`src/rtl/cla_bist_pkg.sv`:
```
// Shared types and constants for the carry-lookahead adder BIST engine.
package cla_bist_pkg;

  localparam int unsigned OPW = 16;
  localparam logic [OPW-1:0] LFSR_MASK = 16'hB400;

  typedef enum logic [1:0] {
    ST_IDLE,
    ST_DRIVE,
    ST_CHECK,
    ST_DONE
  } state_e;

  // An all-zero Galois LFSR never leaves zero, so substitute 1.
  function automatic logic [OPW-1:0] seed_fix(input logic [OPW-1:0] s);
    return (s == '0) ? {{(OPW-1){1'b0}}, 1'b1} : s;
  endfunction

endpackage

```
`src/rtl/cla_bist_lfsr16.sv`:
```
// 16-bit right-shifting Galois LFSR with seed load and step enable.
module lfsr16
  import cla_bist_pkg::*;
#(
  parameter logic [OPW-1:0] SEED = 16'h0001
) (
  input  logic           clk,
  input  logic           rst,
  input  logic           load,
  input  logic           step,
  output logic [OPW-1:0] state
);

  localparam logic [OPW-1:0] SEED_EFF = seed_fix(SEED);

  logic [OPW-1:0] state_q;
  logic [OPW-1:0] state_d;

  always_comb begin
    state_d = state_q;
    if (load) begin
      state_d = SEED_EFF;
    end else if (step) begin
      state_d = (state_q >> 1) ^ (state_q[0] ? LFSR_MASK : '0);
    end
  end

  always_ff @(posedge clk or negedge rst) begin
    if (!rst) begin
      state_q <= SEED_EFF;
    end else begin
      state_q <= state_d;
    end
  end

  assign state = state_q;

endmodule

```
`src/rtl/cla_bist.sv`:
```
// BIST engine for the 16-bit CLA: drives LFSR operands, checks sum/cOut.
// First-fail capture built only when CLA_BIST_FIRST_FAIL_EN is defined.
module cla_bist
  import cla_bist_pkg::*;
#(
  parameter int unsigned    NUM_VECTORS = 256,
  parameter logic [OPW-1:0] SEED_A      = 16'hACE1,
  parameter logic [OPW-1:0] SEED_B      = 16'h1D2B
) (
  input  logic           clk,
  input  logic           rst,
  input  logic           start,
  output logic [OPW-1:0] in1,
  output logic [OPW-1:0] in2,
  output logic           cIn,
  input  logic [OPW-1:0] sum,
  input  logic           cOut,
  output logic           busy,
  output logic           done,
  output logic           pass,
  output logic [OPW-1:0] err_count,
  output logic [OPW-1:0] fail_idx,
  output logic [OPW-1:0] fail_a,
  output logic [OPW-1:0] fail_b
);

  localparam logic [OPW-1:0] LAST_VEC = OPW'(NUM_VECTORS - 1);

  state_e         state_q;
  state_e         state_d;
  logic [OPW-1:0] vec_cnt_q;
  logic [OPW-1:0] vec_cnt_d;
  logic [OPW-1:0] err_count_q;
  logic [OPW-1:0] err_count_d;

  logic           load;
  logic           step;
  logic [OPW:0]   golden;
  logic           mismatch;

  assign load = start && (state_q == ST_IDLE || state_q == ST_DONE);
  assign step = (state_q == ST_CHECK);

  lfsr16 #(.SEED(SEED_A)) u_lfsr_a (
    .clk   (clk),
    .rst   (rst),
    .load  (load),
    .step  (step),
    .state (in1)
  );

  lfsr16 #(.SEED(SEED_B)) u_lfsr_b (
    .clk   (clk),
    .rst   (rst),
    .load  (load),
    .step  (step),
    .state (in2)
  );

  assign cIn = in1[0] ^ in2[0];

  always_comb begin
    golden   = {1'b0, in1} + {1'b0, in2} + {{OPW{1'b0}}, cIn};
    mismatch = (sum != golden[OPW-1:0]) || (cOut != golden[OPW]);
  end

  always_ff @(posedge clk or negedge rst) begin
    if (!rst) begin
      state_q <= ST_IDLE;
    end else begin
      state_q <= state_d;
    end
  end

  always_comb begin
    state_d = state_q;
    unique case (state_q)
      ST_IDLE:  if (start) state_d = ST_DRIVE;
      ST_DRIVE: state_d = ST_CHECK;
      ST_CHECK: state_d = (vec_cnt_q == LAST_VEC) ? ST_DONE : ST_DRIVE;
      ST_DONE:  if (start) state_d = ST_DRIVE;
      default:  state_d = ST_IDLE;
    endcase
  end

  always_comb begin
    busy = (state_q == ST_DRIVE) || (state_q == ST_CHECK);
    done = (state_q == ST_DONE);
    pass = done && (err_count_q == '0);
  end

  always_comb begin
    vec_cnt_d   = vec_cnt_q;
    err_count_d = err_count_q;
    if (load) begin
      vec_cnt_d   = '0;
      err_count_d = '0;
    end else if (step) begin
      vec_cnt_d = vec_cnt_q + 1'b1;
      if (mismatch && err_count_q != '1) begin
        err_count_d = err_count_q + 1'b1;
      end
    end
  end

  always_ff @(posedge clk or negedge rst) begin
    if (!rst) begin
      vec_cnt_q   <= '0;
      err_count_q <= '0;
    end else begin
      vec_cnt_q   <= vec_cnt_d;
      err_count_q <= err_count_d;
    end
  end

  assign err_count = err_count_q;

`ifdef CLA_BIST_FIRST_FAIL_EN
  logic [OPW-1:0] fail_idx_q;
  logic [OPW-1:0] fail_idx_d;
  logic [OPW-1:0] fail_a_q;
  logic [OPW-1:0] fail_a_d;
  logic [OPW-1:0] fail_b_q;
  logic [OPW-1:0] fail_b_d;

  // A zero error count marks the first mismatch of the run; saturation never returns it to zero.
  always_comb begin
    fail_idx_d = fail_idx_q;
    fail_a_d   = fail_a_q;
    fail_b_d   = fail_b_q;
    if (load) begin
      fail_idx_d = '0;
      fail_a_d   = '0;
      fail_b_d   = '0;
    end else if (step && mismatch && err_count_q == '0) begin
      fail_idx_d = vec_cnt_q;
      fail_a_d   = in1;
      fail_b_d   = in2;
    end
  end

  always_ff @(posedge clk or negedge rst) begin
    if (!rst) begin
      fail_idx_q <= '0;
      fail_a_q   <= '0;
      fail_b_q   <= '0;
    end else begin
      fail_idx_q <= fail_idx_d;
      fail_a_q   <= fail_a_d;
      fail_b_q   <= fail_b_d;
    end
  end

  assign fail_idx = fail_idx_q;
  assign fail_a   = fail_a_q;
  assign fail_b   = fail_b_q;
`else
  assign fail_idx = '0;
  assign fail_a   = '0;
  assign fail_b   = '0;
`endif

endmodule

```
`config.mk`:
```
export PLATFORM = sky130hd
export DESIGN_NAME = cla_bist
export DESIGN_NICKNAME = d
export VERILOG_FILES = /design/src/rtl/cla_bist_pkg.sv /design/src/rtl/cla_bist_lfsr16.sv /design/src/rtl/cla_bist.sv
export SDC_FILE = /design/constraint.sdc
export NUM_CORES = 1
export LEC_CHECK = 0
export ABC_AREA = 1
export CORE_MARGIN = 2
export CORE_UTILIZATION = 32
export DETAILED_ROUTE_END_ITERATION = 6
export GPL_TIMING_DRIVEN = 0
export PLACE_DENSITY = 0.59
export SYNTH_ARGS = -nofsm -noshare
export SYNTH_HDL_FRONTEND = slang
export SYNTH_SLANG_ARGS = --single-unit
export TNS_END_PERCENT = 100
```
`constraint.sdc`:
```
create_clock -name clk -period 2.45 [get_ports clk]
set_input_delay 0.245 -clock clk [delete_from_list [all_inputs] [get_ports clk]]
set_output_delay 0.245 -clock clk [all_outputs]
set_load 0.05 [all_outputs]
```
# ---- Word-level counts from Yosys, hierarchy flattened
# Cells that the tools add are included.
# W data, S select, Z words.
dict set report totals {
  reg_bits 66
  inputBits 20
  output_inout_bits 100
}
dict set report classes {
  add_sub_neg 4
  eq_ne 8
  muxes 14
  n_bitwise 3
  reduce_logical 12
}
# op n
set op_table {}
lappend op_table {{$mux W16} 11}
lappend op_table {{$add A16 B1 Y16 const B} 2}
lappend op_table {{$xor A15 B16 Y16} 2}
lappend op_table {{$add A16 B16 Y17} 1}
lappend op_table {{$add A17 B1 Y17} 1}
lappend op_table {{$eq A16 B8 Y1 const B} 1}
lappend op_table {{$logic_not A16 Y1} 1}
lappend op_table {{$ne A16 B16 Y1} 1}
lappend op_table {{$ne A16 B16 Y1 const B} 1}
lappend op_table {{$pmux W2 S3} 1}
lappend op_table {{$eq A2 B2 Y1 const B} 2}
lappend op_table {{$mux W2} 2}
lappend op_table {{$reduce_bool A2 Y1} 2}
lappend op_table {{$logic_and A1 B1 Y1} 3}
lappend op_table {{$logic_or A1 B1 Y1} 3}
lappend op_table {{$eq A2 B1 Y1 const B} 1}
lappend op_table {{$logic_not A2 Y1} 1}
lappend op_table {{$ne A2 B1 Y1 const B} 1}
lappend op_table {{$reduce_and A2 Y1} 1}
lappend op_table {{$reduce_or A2 Y1} 1}
lappend op_table {{$ne A1 B1 Y1} 1}
lappend op_table {{$xor A1 B1 Y1} 1}

# ---- Logic depth before layout (Yosys ltp)
# Gate-level depths: netlist (run 1).
dict set report depth {
  word_depth 8
  ltp_mapped 20
}

# ---- Hierarchy
# A second synthesis (run 1) with hierarchy kept.
dict set report unflattened {
  cells_unflattened 677
  hier_area_um2 4981.0
}
# module instances cells_per_inst area_per_inst_um2 seq_area_each_um2
set by_module_without_submodules {}
lappend by_module_without_submodules {cla_bist 1 525 3580.9 850.8}
lappend by_module_without_submodules {{lfsr16 (u_lfsr_a)} 1 76 704.4 410.4}
lappend by_module_without_submodules {{lfsr16 (u_lfsr_b)} 1 76 695.7 410.4}

# ---- Worst setup path before layout (run 1)
# OpenSTA, ideal clock, no wires.
dict set report synth_timing {
  path_kind {register -> output}
  startpoint {reg err_count_q[0] (netlist: err_count[0])}
  endpoint {out pass}
  arrival_ns 2.685
  t_required_ns 2.205
  path_slack_ns -0.480
  path_stages_with_launch 5
  n_path_buf 0
  cell_sequence {dfrtp_1 -> inv_1 -> ha_1 -> nand4_1 -> nor4b_1}
}
dict set report synth_between {
  elab_chain_len 2
}
# element line
set synth_rtl {}
lappend synth_rtl {{start: declaration} cla_bist.sv:33} ;# logic [OPW-1:0] err_count_q;
lappend synth_rtl {{start signal: assignment} cla_bist.sv:112} ;# err_count_q <= err_count_d;
lappend synth_rtl {{$logic_not A16 Y1} cla_bist.sv:89} ;# pass = done && (err_count_q == '0);
lappend synth_rtl {{$logic_and A1 B1 Y1} cla_bist.sv:89}
lappend synth_rtl {{end: declaration} cla_bist.sv:20} ;# output logic pass,
# Every way passes these cells.

# ---- Final worst setup path (run 1)
dict set report layout_timing {
  startpoint {reg u_lfsr_b.state_q[0] (netlist: u_lfsr_b.state[0])}
  endpoint {reg err_count_q[12] (netlist: err_count[12])}
}
dict set report layout_between {
  elab_chain_len 7
  word_cells_on_any_way 9
}
# element line
set layout_rtl {}
lappend layout_rtl {{start: declaration} cla_bist_lfsr16.sv:16} ;# logic [OPW-1:0] state_q;
lappend layout_rtl {{start signal: assignment} cla_bist_lfsr16.sv:32} ;# state_q <= state_d;
lappend layout_rtl {{$add A16 B16 Y17 / $xor A1 B1 Y1 (equally long branches)} {cla_bist.sv:63, cla_bist.sv:60}}
lappend layout_rtl {{$add A17 B1 Y17 (*)} cla_bist.sv:63} ;# golden = {1'b0, in1} + {1'b0, in2} + {{OPW{1'b0}}, cIn};
lappend layout_rtl {{$ne A16 B16 Y1 / $ne A1 B1 Y1 (equally long branches)} cla_bist.sv:64} ;# mismatch = (sum != golden[OPW-1:0]) || (cOut != golden[OPW]);
lappend layout_rtl {{$logic_or A1 B1 Y1 (*)} cla_bist.sv:64}
lappend layout_rtl {{$logic_and A1 B1 Y1 (*)} cla_bist.sv:100} ;# if (mismatch && err_count_q != '1) begin
lappend layout_rtl {{$reduce_bool A2 Y1 (no line) (*)} --}
lappend layout_rtl {{$reduce_and A2 Y1 (no line) (*)} --}
# Mark *: on every way between the ends. The rest lies on a longest branch, timed or not.
# A chain may end at the register's enable or synchronous reset.

==> summary.txt, run 1 <==
Top FF cell, synth = dfrtp_1
Worst Hold Class = input pin to asynchronous set/reset pin
# diodes = 0
largest net degree at the start of global routing = 67
fin nets = 854
met1 usage = 0.216
Tmin final = 2780 ps
endpoints failing setup = 16
setup TNS = -4970 ps
transition time at the pin with the least slew margin = 846 ps
clk sinks = 66
worst r2r src = u_lfsr_b.state[0]
core area = 0.0151 sq mm
outcome = complete, but fails checks
crit-path max cell delay = 630 ps
post-synthesis async set-or-reset flop share = 1.00
Initial Utilization = 0.326
Max Slew Vio Count = 0
Die Height = 128 um
Worst Setup EP = err_count[12]
CP Cell Sequence = inv_4 -> ha_4 -> inv_4 -> fa_2 -> xor2_1 -> nor2_1 -> nand2_1 -> nor2_2 -> nand3_2 -> nor3_4 -> nand4_4 -> nand2_4 -> buf_8 -> nand3_1 -> nand2_1
CP max stage cell = dfstp_4
worst path bufs/invs = 3
CTS HTree Levels = 3
Routed Antenna Nets = 0
final wirelength = 12800 um
CTS buffer count = 9
clk_skew = 7.85 ps
Layout area overhead = 33.1%
Synth Cell Area = 0.00494 sq mm
Synth Register Bits = 66
met3 Use GR = 0.0346
die width = 128 um
Crit path max-delay family = simple AND/OR/NAND/NOR gates
max-cap check violation count = 0
post-synthesis sequential area ratio = 0.339
worst r2r dst = err_count[12]
WS Path Type = register to register
detailed router's first-iteration violation count = 226
# fillers = 1577
Cell variety after synth = 42
Vias/cell = 4.49
Avg Inst Size Synth = 7.37 sq um
Root Driver = clkbuf_16
GR peak layer = met2
maximum vdd drop = 0.803 mV
clock slew at reported path FFs = 50 ps
Die Area = 0.0164 sq mm
clock buffer depth = 2
port bufs = 71
most frequent cells in the layout = nand2_1, inv_1, clkdlybuf4s50_1
worst skew pair latency = 330 ps
Worst Path Required = 2710 ps
final setup margin = -332 ps
Final Cycle Share = 1.14
R2R cell count = 15
worst endpoint data arrival time = 3050 ps
DR pass1 iterations = 6
cells after synthesis = 670
Hold Slack = 5.83 ps
failing checks = setup timing
Post-synth EDFFs = 0
first-pass GRT wire length = 20900 um
CP endpoint kind = register
worst-path maximum fanout = 10
Max-Slew Margin vs Limit = 0.436
leading cell type in the layout, fill and taps excluded = nand2_1
R2R setup slack = -330 ps
final std cells w/o fill = 1004
Hold Vio Cnt, Final = 0
multi-input logic area = 0.00264 sq mm
final core occ = 0.434
drc violations = 0
vias = 4507
Leak Pwr = 3.38 nW
row count = 45
DP HPWL = 9830 um
hold_buf cts = 0
I/O pins = 120
fraction of layout cells with a size suffix above 1 = 0.176
FF+latch area = 0.00168 sq mm
grt total ovfl = 0
Overall Global Routing Usage = 0.160
initial antenna violation count = 0
CP Launch Type = register
DR WL/cell = 12.7 um
RePlAce Congestion = 0.855
Worst path depth = 15
Fmax = 360 MHz
CTS tree = done
RSZ-0062 raised after global routing = yes
vias in the first global route = 4151
Yosys Warn Count = 0
met2 Resource Use GR = 0.263
pwr/cell area = 1340 mW/mm^2
Crit. Startpoint = u_lfsr_b.state[0]
DP Cell Count = 976
-- power by group --
part,switching [W],internal (W)
Sequential,0.000308,0.00143
Combinational,0.00377,0.00195
Clock,0.000479,0.000846
Total,0.00456,0.00423
-- how the worst min path moves through the flow --
| stage | endpoint | startpoint | slack (ps) |
|---|---|---|---|
| floorplan | err_count[0] | rst | -50 |
| global placement | vec_cnt_q[6] | vec_cnt_q[6] | 480 |
| detailed placement | err_count[9] | rst | 400 |
| CTS | vec_cnt_q[14] | rst | 60 |
| global route | err_count[9] | rst | 90 |
| finish | err_count[8] | rst | 6 |
-- state kept, by name (all words and copies together) (netlist names) --
name            cells
vec_cnt_q          16
state_q             2
u_lfsr_a.state     16
err_count          16
u_lfsr_b.state     16
-- worst reg2reg max path: cells and delay by family (launching register included) --
| family | cells | cell delay [ps] |
|---|---|---|
| buffers and inverters | 3 | 240 |
| flip-flops | 1 | 630 |
| adder cells (fa/ha/maj) | 2 | 590 |
| XOR/XNOR | 1 | 150 |
| AND/OR/NAND/NOR | 9 | 1110 |
-- synth_stat cells, types with 8 or more instances --
cell,count,area share
nor3_1,10,0.010
xor2_1,17,0.030
o21ai_0,17,0.017
dfstp_2,16,0.085
nor4_1,8,0.010
nor2_1,41,0.031
a22oi_1,12,0.018
o22ai_1,14,0.018
buf_4,48,0.073
nand2_1,138,0.10
ha_1,22,0.056
xnor2_1,12,0.021
dfrtp_1,50,0.25
inv_1,113,0.086
a21oi_1,24,0.024
nand3_1,48,0.049
nand2_2,8,0.010
nand4_1,23,0.029
-- routing by layer --
layer / up-vias / share of wire
met5: - / 0
met3: 8 / 0.046
met1: 2061 / 0.47
met4: 0 / 0.0091
met2: 88 / 0.47
li1: 2350 / -
-- stage by stage --
step	worst slack, ps	total power, W	instance area (sq um)
6_report	-332	0.00879	6570
5_1_grt	-463	0.00951	6570
4_1_cts	-314	0.00873	6520
3_5_place_dp	-488	0.00723	6090
3_3_place_gp	-1140	0.00718	6090
2_1_floorplan	-257	0.00581	5150
-- layout make-up --
class	instances	share of cell area
multi-input combinational	471	0.403
tap	188	0.0358
clock buffer	11	0.0385
buffer	60	0.0652
clock inverter	5	0.00953
sequential	66	0.256
timing repair buffer	83	0.122
inverter	120	0.0703
-- kinds of logic (layout without fill, tap and decap cells) --
logic type	count (synthesis)	in the layout	synth area share
simple gates	296	296	0.281
flops	66	66	0.339
buf+inv	180	279	0.176
other cells	1	48	0.000760
compound gates	75	75	0.0920
xor+xnor	29	29	0.0515
fa+ha+maj	23	23	0.0598
-- what timing repair did --
action,4_1_cts,5_1_grt
setup endpoints to repair,43,37
resized for setup,15,7
setup buffers,8,4
pin swaps,7,8
Note: power is estimated with default switching activity, not from simulation.
==> run 2: changes to the inputs <==
- CORE_UTILIZATION: 32 -> 23
- PLACE_DENSITY: 0.59 -> 0.46
- SLEW_MARGIN: not set -> 10
==> summary.txt, run 2 (synthesis results as in run 1) <==
outcome = complete, but fails checks
failing checks = setup timing
CP endpoint kind = register
detailed router's first-iteration violation count = 187 (-17%)
clock buffer depth = 2 (unchanged)
DR WL/cell = 12.8 um (+0.70%)
# diodes = 0 (unchanged)
fraction of layout cells with a size suffix above 1 = 0.184 (+0.00713)
port bufs = 71 (unchanged)
Max Slew Vio Count = 0 (unchanged)
row count = 53 (+18%)
leading cell type in the layout, fill and taps excluded = nand2_1
final setup margin = -329 ps (+2.41 ps)
Worst Hold Class = input pin to asynchronous set/reset pin
worst skew pair latency = 330 ps (about the same)
Vias/cell = 4.11 (-8.4%)
RSZ-0062 raised after global routing = yes
endpoints failing setup = 16 (unchanged)
Leak Pwr = 3.38 nW (about the same)
maximum vdd drop = 0.819 mV (+2.0%)
DP HPWL = 10900 um (+11%)
drc violations = 0 (unchanged)
CP Launch Type = register
CTS tree = done
Hold Vio Cnt, Final = 0 (unchanged)
Final Cycle Share = 1.13 (about the same)
vias = 4490 (-0.38%)
# fillers = 2297 (+46%)
final wirelength = 14000 um (+9.5%)
grt total ovfl = 0 (unchanged)
Clk pwr share = 0.149 (-0.002)
Fmax = 360 MHz (about the same)
sequential share of power = 0.199 (about the same)
worst endpoint data arrival time = 3040 ps (about the same)
final std cells w/o fill = 1092 (+8.8%)
Die Height = 150 um (+17%)
initial antenna violation count = 0 (unchanged)
fin nets = 855 (+0.12%)
Tmin final = 2780 ps (-2.41 ps)
RePlAce Congestion = 0.823 (-3.7%)
Root Driver = clkbuf_16
DR pass1 iterations = 4 (-2)
CTS HTree Levels = 3 (unchanged)
setup TNS = -4980 ps (-15.3 ps)
worst-path maximum fanout = 5 (-5)
clk sinks = 66 (unchanged)
WS Path Type = register to register
Overall Global Routing Usage = 0.125 (-0.0350)
clock slew at reported path FFs = 60 ps (about the same)
Switching Fraction = 0.528 (+0.00975)
Worst Path Required = 2710 ps (about the same)
first-pass GRT wire length = 22400 um (+7.3%)
internal power = 0.00414 W (-2.1%)
most frequent cells in the layout = nand2_1, inv_1, clkdlybuf4s50_1
Initial Utilization = 0.235 (-0.0911)
CTS buffer count = 9 (unchanged)
Die Area = 0.0226 sq mm (+38%)
largest net degree at the start of global routing = 54 (-19%)
vias in the first global route = 4308 (+3.8%)
Total Power = 0.00878 W (about the same)
clk_skew = 12.0 ps (+4.10 ps)
final core occ = 0.319 (-0.115)
DP Cell Count = 1064 (+9.0%)
die width = 150 um (+17%)
core area = 0.0210 sq mm (+39%)
DP Worst Slack = -581 ps (-92.3 ps)
transition time at the pin with the least slew margin = 570 ps (-276 ps)
Psw = 0.00464 W (+1.8%)
Max-Slew Margin vs Limit = 0.619 (+0.183)
Combinational Power Share = 0.652 (about the same)
pwr/cell area = 1310 mW/mm^2 (-2.0%)
I/O pins = 120 (unchanged)
Routed Antenna Nets = 0 (unchanged)
max-cap check violation count = 0 (unchanged)
Layout area overhead = 35.7%
-- run 2: per-layer routing --
layer,part of all wire,GRT usage
met2,0.46,0.207
met4,0.0069,0.0297
met3,0.051,0.0218
met1,0.48,0.171
met5,0,0
-- run 2: final timing paths --
check / slack, ps / endpoint / startpoint / cells after the start
worst max-delay path: -330 / err_count[8] / u_lfsr_a.state[0] / 15
worst min-delay path: 310 / err_count[11] / rst / 2
worst max register to register: -330 / err_count[8] / u_lfsr_a.state[0] / 15
worst min register to register: 490 / vec_cnt_q[6] / vec_cnt_q[6] / 1
max in group asynchronous: 1540 / u_lfsr_a.state[15] / rst / 3
min in group clk: 490 / vec_cnt_q[6] / vec_cnt_q[6] / 1
-- run 2: through the flow --
step	cell area, sq um	hold WS [ps]
6_report	6700	312
5_1_grt	6700	320
4_1_cts	6670	303
3_5_place_dp	6230	123
3_3_place_gp	6200	487
2_1_floorplan	5150	-50.6
-- run 2: timing repair --
action | 4_1_cts | 5_1_grt
endpoints found under the hold margin | 10 | 0
setup endpoints to repair | 48 | 43
pin swaps | 8 | 4
hold buffers | 1 | 0
setup buffers | 8 | 2
gates resized for setup | 17 | 11
gates cloned | 1 | 0
-- run 2: power by group through the flow --
stage	Sequential [W]	Combinational, W	Clock (W)
floorplan	0.00242	0.00339	0
global placement	0.00181	0.00550	0
detailed placement	0.00181	0.00551	0
CTS	0.00176	0.00574	0.00134
global route	0.00178	0.00634	0.00138
finish	0.00175	0.00573	0.00131
-- run 2: worst max-delay path, cell delays in order, from the launching register on --
cell and delay, ps:
dfstp_4 630, inv_4 40, ha_4 160, inv_4 60, fa_2 430, xor2_1 150
nor2_1 100, nand2_1 70, nor2_2 100, nand3_2 130, nor3_4 210, nand4_4 190
nand2_4 160, buf_6 130, nand3_1 60, nand2_1 70
-- run 2: final cells by class --
class / instances / area, sq um / share of cell area
sequential: 66 / 1680 / 0.251
multi-input combinational: 471 / 2660 / 0.397
buffer: 60 / 425 / 0.0635
clock buffer: 9 / 225 / 0.0336
tap: 275 / 344 / 0.0514
timing repair buffer: 84 / 827 / 0.123
inverter: 120 / 462 / 0.0689
clock inverter: 7 / 77.6 / 0.0116
